**config.mk**
```make
export PLATFORM = sky130hd
export DESIGN_NAME = instruction_fetch_unit_flat
export DESIGN_NICKNAME = d
export VERILOG_FILES = /design/src/rtl/fetch_pkg.sv /design/src/rtl/fetch_if.sv /design/src/rtl/fetch_fifo.sv /design/src/rtl/instruction_fetch_unit.sv /design/src/flat_wrapper.sv
export SDC_FILE = /design/constraint.sdc
export NUM_CORES = 1
export LEC_CHECK = 0
export CORE_UTILIZATION = 50
export CTS_BUF_LIST = sky130_fd_sc_hd__clkbuf_4 sky130_fd_sc_hd__clkbuf_8
export CTS_CLUSTER_DIAMETER = 200
export CTS_CLUSTER_SIZE = 28
export DETAILED_ROUTE_END_ITERATION = 12
export PLACE_DENSITY = 0.78
export SLEW_MARGIN = 10
export SYNTH_ARGS = -nofsm -noshare
export SYNTH_HDL_FRONTEND = slang
export SYNTH_HIERARCHICAL = 1
export SYNTH_SLANG_ARGS = --single-unit
export TNS_END_PERCENT = 20
```
**constraint.sdc**
```tcl
create_clock -name clk -period 5.9 [get_ports clk]
set_clock_uncertainty 0.1 [all_clocks]
set_input_delay 1.18 -clock clk [delete_from_list [all_inputs] [get_ports clk]]
set_output_delay 1.18 -clock clk [all_outputs]
set_load 0.05 [all_outputs]
```
**src/rtl/fetch_pkg.sv**
```systemverilog
// Shared widths, FSM encoding and FIFO entry layout for the fetch front end.
package fetch_pkg;
    localparam int PC_W    = 64;
    localparam int INSTR_W = 32;
    localparam int ENTRY_W = PC_W + INSTR_W;

    typedef enum logic {
        ST_ISSUE = 1'b0,
        ST_WAIT  = 1'b1
    } state_e;

    typedef struct packed {
        logic [PC_W-1:0]    pc;
        logic [INSTR_W-1:0] instr;
    } entry_t;

    function automatic logic [ENTRY_W-1:0] pack_entry(input logic [PC_W-1:0] pc,
                                                      input logic [INSTR_W-1:0] instr);
        entry_t e;
        e.pc    = pc;
        e.instr = instr;
        return e;
    endfunction

    function automatic entry_t unpack_entry(input logic [ENTRY_W-1:0] raw);
        return entry_t'(raw);
    endfunction
endpackage

```
**src/rtl/fetch_if.sv**
```systemverilog
// Fetch unit bus: instruction memory request/response, redirect and decode handshake.
interface fetch_if;
    import fetch_pkg::*;

    logic               imem_req_valid;
    logic [PC_W-1:0]    imem_req_addr;
    logic               imem_req_ready;
    logic               imem_rsp_valid;
    logic [INSTR_W-1:0] imem_rsp_data;
    logic               redirect;
    logic [PC_W-1:0]    redirect_pc;
    logic               if_valid;
    logic [INSTR_W-1:0] if_instr;
    logic [PC_W-1:0]    if_pc;
    logic               if_ready;

    modport master (
        output imem_req_valid, imem_req_addr, if_valid, if_instr, if_pc,
        input  imem_req_ready, imem_rsp_valid, imem_rsp_data, redirect, redirect_pc, if_ready
    );

    modport slave (
        input  imem_req_valid, imem_req_addr, if_valid, if_instr, if_pc,
        output imem_req_ready, imem_rsp_valid, imem_rsp_data, redirect, redirect_pc, if_ready
    );
endinterface

```
**src/rtl/fetch_fifo.sv**
```systemverilog
// Synchronous {pc,instr} FIFO; clear wins over push and pop in the same cycle.
module fetch_fifo
    import fetch_pkg::*;
#(
    parameter int DEPTH = 4
) (
    input  logic                     clk,
    input  logic                     reset,
    input  logic                     clear_i,
    input  logic                     push_i,
    input  logic [ENTRY_W-1:0]       din_i,
    input  logic                     pop_i,
    output logic [ENTRY_W-1:0]       head_o,
    output logic [$clog2(DEPTH):0]   count_o,
    output logic                     full_o,
    output logic                     empty_o
);
    localparam int PTR_W = $clog2(DEPTH);
    localparam int CNT_W = PTR_W + 1;

    logic [ENTRY_W-1:0] mem_q [DEPTH];
    logic [PTR_W-1:0]   wr_ptr_q;
    logic [PTR_W-1:0]   rd_ptr_q;
    logic [CNT_W-1:0]   count_q;
    logic               do_push;
    logic               do_pop;

    assign full_o  = (count_q == CNT_W'(DEPTH));
    assign empty_o = (count_q == '0);
    assign do_push = push_i && !full_o;
    assign do_pop  = pop_i && !empty_o;
    assign head_o  = mem_q[rd_ptr_q];
    assign count_o = count_q;

    always_ff @(posedge clk) begin
        if (reset || clear_i) begin
            wr_ptr_q <= '0;
            rd_ptr_q <= '0;
            count_q  <= '0;
        end else begin
            if (do_push) begin
                mem_q[wr_ptr_q] <= din_i;
                wr_ptr_q        <= wr_ptr_q + 1'b1;
            end
            if (do_pop) begin
                rd_ptr_q <= rd_ptr_q + 1'b1;
            end
            count_q <= count_q + CNT_W'(do_push) - CNT_W'(do_pop);
        end
    end
endmodule

```
**src/rtl/instruction_fetch_unit.sv**
```systemverilog
// Fetch front end: owns the PC, keeps one request in flight to imem and buffers
// returned words for decode; redirects flush the buffer and drop stale responses.
module instruction_fetch_unit
    import fetch_pkg::*;
#(
    parameter logic [PC_W-1:0] RESET_PC   = 64'h0,
    parameter int              FIFO_DEPTH = 4
) (
    input  logic     clk,
    input  logic     reset,
    fetch_if.master  bus
);
    localparam int CNT_W = $clog2(FIFO_DEPTH) + 1;
    localparam int SUM_W = CNT_W + 1;

    state_e           state_q;
    logic [PC_W-1:0]  fetch_pc_q;
    logic [PC_W-1:0]  req_pc_q;
    logic             drop_q;
    logic             outstanding_q;

    logic [CNT_W-1:0]   fifo_count;
    logic               fifo_full;
    logic               fifo_empty;
    logic [ENTRY_W-1:0] fifo_head;
    entry_t             head;
    logic               credit_ok;
    logic               req_fire;
    logic               rsp_fire;
    logic               push;
    logic               pop;

    // Credit counts the in-flight word so a returning response always has a slot.
    assign credit_ok = (SUM_W'(fifo_count) + SUM_W'(outstanding_q)) < SUM_W'(FIFO_DEPTH);

    // Redirect suppresses issue combinationally so memory never accepts a stale-path fetch.
    assign bus.imem_req_valid = !reset && !bus.redirect && (state_q == ST_ISSUE) && credit_ok;
    assign bus.imem_req_addr  = fetch_pc_q;

    assign req_fire = bus.imem_req_valid && bus.imem_req_ready;
    assign rsp_fire = (state_q == ST_WAIT) && outstanding_q && bus.imem_rsp_valid;
    assign push     = rsp_fire && !drop_q && !fifo_full;
    assign pop      = bus.if_valid && bus.if_ready;

    fetch_fifo #(.DEPTH(FIFO_DEPTH)) u_fifo (
        .clk     (clk),
        .reset   (reset),
        .clear_i (bus.redirect),
        .push_i  (push),
        .din_i   (pack_entry(req_pc_q, bus.imem_rsp_data)),
        .pop_i   (pop),
        .head_o  (fifo_head),
        .count_o (fifo_count),
        .full_o  (fifo_full),
        .empty_o (fifo_empty)
    );

    assign head         = unpack_entry(fifo_head);
    assign bus.if_valid = !fifo_empty;
    assign bus.if_instr = fifo_empty ? '0 : head.instr;
    assign bus.if_pc    = fifo_empty ? '0 : head.pc;

    always_ff @(posedge clk) begin
        if (reset) begin
            state_q       <= ST_ISSUE;
            fetch_pc_q    <= RESET_PC;
            req_pc_q      <= '0;
            drop_q        <= 1'b0;
            outstanding_q <= 1'b0;
        end else if (bus.redirect) begin
            fetch_pc_q <= {bus.redirect_pc[PC_W-1:2], 2'b00};
            // A response landing this cycle is consumed (discarded) now; otherwise wait it out.
            if (outstanding_q && !bus.imem_rsp_valid) begin
                drop_q  <= 1'b1;
                state_q <= ST_WAIT;
            end else begin
                drop_q        <= 1'b0;
                outstanding_q <= 1'b0;
                state_q       <= ST_ISSUE;
            end
        end else begin
            case (state_q)
                ST_ISSUE: begin
                    if (req_fire) begin
                        outstanding_q <= 1'b1;
                        req_pc_q      <= fetch_pc_q;
                        fetch_pc_q    <= fetch_pc_q + PC_W'(4);
                        state_q       <= ST_WAIT;
                    end
                end
                ST_WAIT: begin
                    if (rsp_fire) begin
                        outstanding_q <= 1'b0;
                        drop_q        <= 1'b0;
                        state_q       <= ST_ISSUE;
                    end
                end
                default: state_q <= ST_ISSUE;
            endcase
        end
    end
endmodule

```
**src/flat_wrapper.sv**
```systemverilog
// flat-port wrapper written by rule: the top's interface ports become plain ports
module instruction_fetch_unit_flat import fetch_pkg::*;
#(
    parameter logic [PC_W-1:0] RESET_PC   = 64'h0,
    parameter int              FIFO_DEPTH = 4
)
  (clk, reset, bus_imem_req_valid, bus_imem_req_addr, bus_if_valid, bus_if_instr, bus_if_pc, bus_imem_req_ready, bus_imem_rsp_valid, bus_imem_rsp_data, bus_redirect, bus_redirect_pc, bus_if_ready);
  fetch_if bus_i ();
  input  logic clk;
  input  logic reset;
  output wire logic [$bits(bus_i.imem_req_valid)-1:0] bus_imem_req_valid;
  output wire logic [$bits(bus_i.imem_req_addr)-1:0] bus_imem_req_addr;
  output wire logic [$bits(bus_i.if_valid)-1:0] bus_if_valid;
  output wire logic [$bits(bus_i.if_instr)-1:0] bus_if_instr;
  output wire logic [$bits(bus_i.if_pc)-1:0] bus_if_pc;
  input wire logic [$bits(bus_i.imem_req_ready)-1:0] bus_imem_req_ready;
  input wire logic [$bits(bus_i.imem_rsp_valid)-1:0] bus_imem_rsp_valid;
  input wire logic [$bits(bus_i.imem_rsp_data)-1:0] bus_imem_rsp_data;
  input wire logic [$bits(bus_i.redirect)-1:0] bus_redirect;
  input wire logic [$bits(bus_i.redirect_pc)-1:0] bus_redirect_pc;
  input wire logic [$bits(bus_i.if_ready)-1:0] bus_if_ready;
  assign bus_imem_req_valid = bus_i.imem_req_valid;
  assign bus_imem_req_addr = bus_i.imem_req_addr;
  assign bus_if_valid = bus_i.if_valid;
  assign bus_if_instr = bus_i.if_instr;
  assign bus_if_pc = bus_i.if_pc;
  assign bus_i.imem_req_ready = bus_imem_req_ready;
  assign bus_i.imem_rsp_valid = bus_imem_rsp_valid;
  assign bus_i.imem_rsp_data = bus_imem_rsp_data;
  assign bus_i.redirect = bus_redirect;
  assign bus_i.redirect_pc = bus_redirect_pc;
  assign bus_i.if_ready = bus_if_ready;
  instruction_fetch_unit #(.RESET_PC(RESET_PC), .FIFO_DEPTH(FIFO_DEPTH)) u_core (.clk(clk), .reset(reset), .bus(bus_i));
endmodule
```
After elaboration in Yosys (flattened, before gate mapping)
Memories as Yosys holds them, arrays and structs flattened. A register that Yosys moved wholly into a read port is not among the register bits.
Cells that the tools add are included.
Widths: inputs -> output; s select.

storage, ports and cells
  memories = 1
  word-level logic and storage cells = 75
  memory bits (writable) = 384
  input port bits = 102
  flip-flop bits (word level) = 138
  output and inout port bits = 162

operators by class
  eq/ne operators = 5
  reductions and logical operators = 29
  muxes and demuxes = 22
  $add $sub $neg = 6
  $lt $le $gt $ge = 1
  bitwise gates (word level) = 2

memories
  name                 depth  bits a word  rd ports  clocked after memory_dff  wr ports  RTL line          RTL
  u_core.u_fifo.mem_q  4      96           1         1                         1         fetch_fifo.sv:21  logic [ENTRY_W-1:0] mem_q [DEPTH];

operators by type and width
  cell                   number
  $mux 64                4
  $add 64x3->64 const B  1
  $mux 32                1
  $mux 1                 13
  $logic_and 1x1->1      12
  $logic_not 1->1        6
  $reduce_and 2->1       3
  $reduce_and 3->1       2
  $reduce_bool 2->1      3
  $add 2x1->2 const B    2
  $add 3x1->4            1
  $lt 4x3->1 const B     1
  $mux 2                 2
  $ne 2x2->1 const B     2
  $pmux 1 s2             2
  $add 3x1->3            1
  $eq 3x3->1 const B     1
  $logic_not 3->1        1
  $ne 3x2->1 const B     1
  $ne 3x3->1 const B     1
  $sub 3x1->3            1
  $not 1->1              2
  $reduce_or 2->1        1
  $logic_or 1x1->1       1

Logic depth before layout (Yosys ltp)
  depth in word-level cells = 8
  gate-level depth with buffers = 12
  depth with buffers taken out = 12

Modules after synthesis
The synthesis kept the hierarchy.

by module, submodules not included
  module                  cells each  times used  seq. area each (um2)  area each (um2)
  fetch_fifo              552         1           11711.2               14335.0
  instruction_fetch_unit  889         1           2542.4                6779.0

Worst setup path before layout
No wires, ideal clock.

  path type = in2reg
  start = in bus_imem_rsp_valid
  end = mem u_core/u_fifo/mem_q[0][0] (netlist bit) (enable)
  path slack = 1.302 ns
  arrival time = 4.032 ns
  buffers on the path = 0
  stages on the path = 5
  cell sequence = nand3_1 -> nor3_1 -> inv_1 -> nor2_1 -> and3_1

on the way
  longest elaborated chain between the ends = 7

ends and longest elaborated chain
  element                         RTL line                      RTL
  from (decl)                     flat_wrapper.sv:17            input wire logic [$bits(bus_i.imem_rsp_valid)-1:0] bus_imem_rsp_valid;
  $logic_and 1x1->1               instruction_fetch_unit.sv:41  assign rsp_fire = (state_q == ST_WAIT) && outstanding_q && bus.imem_rsp_valid;
  $logic_and 1x1->1 (2 in a row)  instruction_fetch_unit.sv:42  assign push = rsp_fire && !drop_q && !fifo_full;
  net u_core.push                 instruction_fetch_unit.sv:30  logic push;
  $logic_and 1x1->1               fetch_fifo.sv:30              assign do_push = push_i && !full_o;
  $mux 1                          fetch_fifo.sv:41              if (do_push) begin
  $mux 1                          fetch_fifo.sv:36              if (reset || clear_i) begin
  $mux 1 (not written as such)    fetch_fifo.sv:42              mem_q[wr_ptr_q] <= din_i;
  to (decl)                       fetch_fifo.sv:21

The timed path passes the listed nets, and every way through them passes these cells.

==> tab_implementation.tex <==
\begin{tabular}{lr}
\hline
Metric & Value \\
\hline
\multicolumn{2}{l}{\textbf{Detailed routing}} \\
\quad Routed vias/inst & 5.91 \\
\quad Detailed-route wire length per cell & 22.9 µm \\
\quad Number of vias in the routed layout & 13100 \\
\quad Violation count after the first detailed-route iteration & 1152 \\
\quad DRC Markers & 0 \\
\quad DRT Wirelength & 50800 µm \\
\quad Number of detailed-route iterations in the first pass & 5 \\
\quad DRT antenna net count & 0 \\
\multicolumn{2}{l}{\textbf{STA}} \\
\quad Tightest slew margin relative to the limit & 35.8\% \\
\quad Slew at the pin with the worst max-slew slack & 0.958 ns \\
\quad Post-layout minimum cycle time & 4.61 ns \\
\quad Number of endpoints failing setup at the final stage & 0 \\
\quad Final Cycle Share & 78.2\% \\
\quad Unrepaired setup endpoints after global routing & false \\
\quad Number of failing hold endpoints at the final stage & 0 \\
\quad Summed negative setup slack over all endpoints & 0 ns \\
\quad Max Transition Viols Final & 0 \\
\quad Upper clock frequency limit & 217 MHz \\
\multicolumn{2}{l}{\textbf{Clocking}} \\
\quad Cts hold-fix bufs & 0 \\
\quad CTS tree & built \\
\quad Clock slew at the register clock pins of the worst setup and hold paths & 0.16 ns \\
\quad Number of buffers created by CTS & 22 \\
\quad H-tree levels & 1 \\
\quad Post-CTS Resized & 0 \\
\quad Root Buffer & sky130\_fd\_sc\_hd\_\_clkbuf\_8 \\
\quad Total setup buffers inserted after CTS & 0 \\
\quad Source-to-sink clock delay at the later pin of the worst-skew pair & 0.65 ns \\
\quad Max Buffers Root-to-Sink & 3 \\
\quad Clock net sink count & 520 \\
\multicolumn{2}{l}{\textbf{Cells and area}} \\
\quad Share of cells above drive strength 1 & 10.5\% \\
\quad Layout Area Growth over Synthesis & 16.9\% \\
\quad Final cell area excluding filler cells & 24700 µm² \\
\quad Fin nets & 1774 \\
\multicolumn{2}{l}{\textbf{Global route}} \\
\quad Number of global-route vias before repair & 13100 \\
\quad Maximum number of pins on one net before global-route repair & 77 \\
\quad Number of antenna violations at the first check in global routing & 2 \\
\quad Remaining global-route overflow & 0 \\
\quad Wire length of the first global-routing pass & 77400 µm \\
\quad Overall Global Routing Usage & 23.4\% \\
\multicolumn{2}{l}{\textbf{Synth}} \\
\quad Async set or reset register ratio after synthesis & 0\% \\
\quad Count of warnings emitted by yosys & 6 \\
\quad Share of the synthesized area in the top cell type & 54.6\% \\
\quad Post-synthesis cell count & 1441 \\
\quad Sequential fraction of the synthesis area & 67.5\% \\
\quad Post-synth top area cell & sky130\_fd\_sc\_hd\_\_edfxtp\_1 \\
\quad Post-synthesis area per instance & 14.7 µm² \\
\quad Cells taking the most area after synthesis & sky130\_fd\_sc\_hd\_\_edfxtp\_1 55\%, sky130\_fd\_sc\_hd\_\_dfxtp\_1 13\%, sky130\_fd\_sc\_hd\_\_mux4\_2 10\% \\
\quad Dominant register cell in the synthesized netlist & sky130\_fd\_sc\_hd\_\_edfxtp\_1 \\
\quad Number of library cell types mapped by synthesis & 60 \\
\quad Area of the mapped netlist & 21100 µm² \\
\quad Yosys reg bits & 520 \\
\quad Number of synthesized flops with an enable pin & 384 \\
\multicolumn{2}{l}{\textbf{Worst setup path}} \\
\quad Req. time, crit path & 4.62 ns \\
\quad CP Class & register to output pin \\
\quad Crit path DAT & 3.33 ns \\
\quad Startpoint class of the critical path & register \\
\quad Highest-delay cell along the critical path & sky130\_fd\_sc\_hd\_\_dfxtp\_4 \\
\quad Longest individual stage delay on the worst path & 0.78 ns \\
\quad Maximum fanout count along the critical path & 28 \\
\quad Number of buffers and inverters on the critical path & 2 \\
\quad Kind of end point of the critical path & output pin \\
\quad CP top delay family & buffers and inverters \\
\quad Crit-path cells & buf\_4 -> mux4\_2 -> nor2b\_1 -> clkdlybuf4s50\_1 \\
\multicolumn{2}{l}{\textbf{Placed design}} \\
\quad Final weighted congestion of routability-driven global placement & 0.880 \\
\quad Buffers on Ports & 259 \\
\quad Total placed instance area & 24200 µm² \\
\quad DP HPWL & 32500 µm \\
\multicolumn{2}{l}{\textbf{Min path}} \\
\quad Worst Hold Class & register to register \\
\multicolumn{2}{l}{\textbf{Power}} \\
\quad Clock share of power & 25.2\% \\
\quad Power density over cell area & 238 nW/µm² \\
\quad Flop pwr share & 68.1\% \\
\quad Static Leakage & 0.00704 µW \\
\quad Power spent charging and discharging nets & 1320 µW \\
\quad Peak VDD IR & 0.217 mV \\
\quad Sw frac & 22.5\% \\
\quad Power Internal & 4560 µW \\
\quad Logic pwr share & 6.7\% \\
\multicolumn{2}{l}{\textbf{Floorplan}} \\
\quad Starting Density & 51.2\% \\
\quad Number of cell rows & 74 \\
\quad Die X & 207 µm \\
\quad Number of I/O pins & 264 \\
\quad Die height & 207 µm \\
\quad Core Footprint & 41200 µm² \\
\quad Die Outline Area & 43100 µm² \\
\multicolumn{2}{l}{\textbf{Flow run}} \\
\quad Max-capacitance violation count & 0 \\
\multicolumn{2}{l}{\textbf{Run status}} \\
\quad Run status & finished, final reports clean \\
\hline
\end{tabular}
[final cells by class]
class,instances,area (µm²)
Fill cell,3179,16500
Sequential cell,520,14300
Multi-Input combinational cell,826,6440
Timing Repair Buffer,279,2810
Tap cell,532,666
Clock buffer,39,437
Inverter,15,56.3
Clock inverter,1,16.3
Antenna cell,2,5.00
[worst paths after layout]
path,end,startpoint,slack (ns),cells past startpoint
worst max-delay path,bus_if_pc[52],register,1.29,4
worst min-delay path,u_core/u_fifo/mem_q[2][90],u_core/req_pc_q[58],0.39,0
worst max register to register,u_core/bus.imem_req_addr[53],u_core/bus.imem_req_addr[9],2.61,5
worst min register to register,u_core/u_fifo/mem_q[2][90],u_core/req_pc_q[58],0.39,0
[registers in the layout (all words and copies together) (netlist names), named ones only]
register and flops:
u_core/u_fifo/wr_ptr_q 2, u_core/u_fifo/count_o 3, u_core/bus.imem_req_addr 62, u_core/u_fifo/mem_q 384
u_core/outstanding_q 1, u_core/state_q 1, u_core/drop_q 1, u_core/u_fifo/rd_ptr_q 2
u_core/req_pc_q 62
[placed cells by master, fill, tap and decap left out, types with 16 or more instances in the layout]
master	instances
sky130_fd_sc_hd__nor2b_1	107
sky130_fd_sc_hd__clkbuf_4	16
sky130_fd_sc_hd__clkdlybuf4s50_1	257
sky130_fd_sc_hd__dfxtp_1	134
sky130_fd_sc_hd__a211oi_1	26
sky130_fd_sc_hd__nor3_1	22
sky130_fd_sc_hd__nand4_1	36
sky130_fd_sc_hd__edfxtp_1	384
sky130_fd_sc_hd__nor2_1	58
sky130_fd_sc_hd__nand2_1	176
sky130_fd_sc_hd__nand3_1	25
sky130_fd_sc_hd__nor4_1	17
sky130_fd_sc_hd__a21oi_1	70
sky130_fd_sc_hd__mux4_2	96
sky130_fd_sc_hd__clkbuf_8	23
sky130_fd_sc_hd__xnor2_1	21
[metrics by stage]
step                setup WS, ns  total power (µW)  utilization (%)  hold WS (ns)  instances
floorplan                   1.30              4280                -         0.360       1450
global placement            1.48              4470             58.8         0.368       2172
detailed placement          1.44              4480             58.8         0.387       2172
CTS                         1.17              5930             59.9         0.393       2212
global route                1.07              6080             59.9         0.396       2212
finish                      1.29              5890             59.9         0.392       2214
[routing by layer]
layer	vias up	wire length (µm)	global-route usage [%]	part of all wire, %
met5	-	0	0	0
met4	0	1080	5.20	2.1
met3	63	3530	3.89	7.0
met2	511	25100	39.7	49
met1	6586	21100	31.7	41
li1	5916	-	-	-
[Yosys cell counts, drive strengths merged, types with 10 or more instances]
cell type	n
a211oi	26
a21oi	70
and2	10
and3	20
and4	12
buf	25
clkbuf	64
dfxtp	136
edfxtp	384
inv	14
mux4	96
nand2	176
nand3	26
nand4	38
nor2	58
nor2b	107
nor3	24
nor4	20
o21ai	11
or3	11
xnor2	21
[cell families after synthesis]
logic type / Yosys count / share of synthesized area (%)
compound gates: 159 / 5.04
simple gates: 518 / 12.8
flops: 520 / 67.5
mux: 101 / 10.5
xor+xnor: 30 / 1.24
other cells: 1 / 0.0178
fa+ha+maj: 8 / 0.510
buf+inv: 104 / 2.35
[power by group through the flow]
stage / sequential [µW] / clock, µW / combinational [µW]
2_1_floorplan: 4160 / 0 / 120
3_3_place_gp: 4090 / 0 / 387
3_5_place_dp: 4090 / 0 / 392
4_1_cts: 4010 / 1530 / 394
5_1_grt: 4020 / 1640 / 417
6_report: 4010 / 1490 / 394
Power figures use the tool's default switching activity.
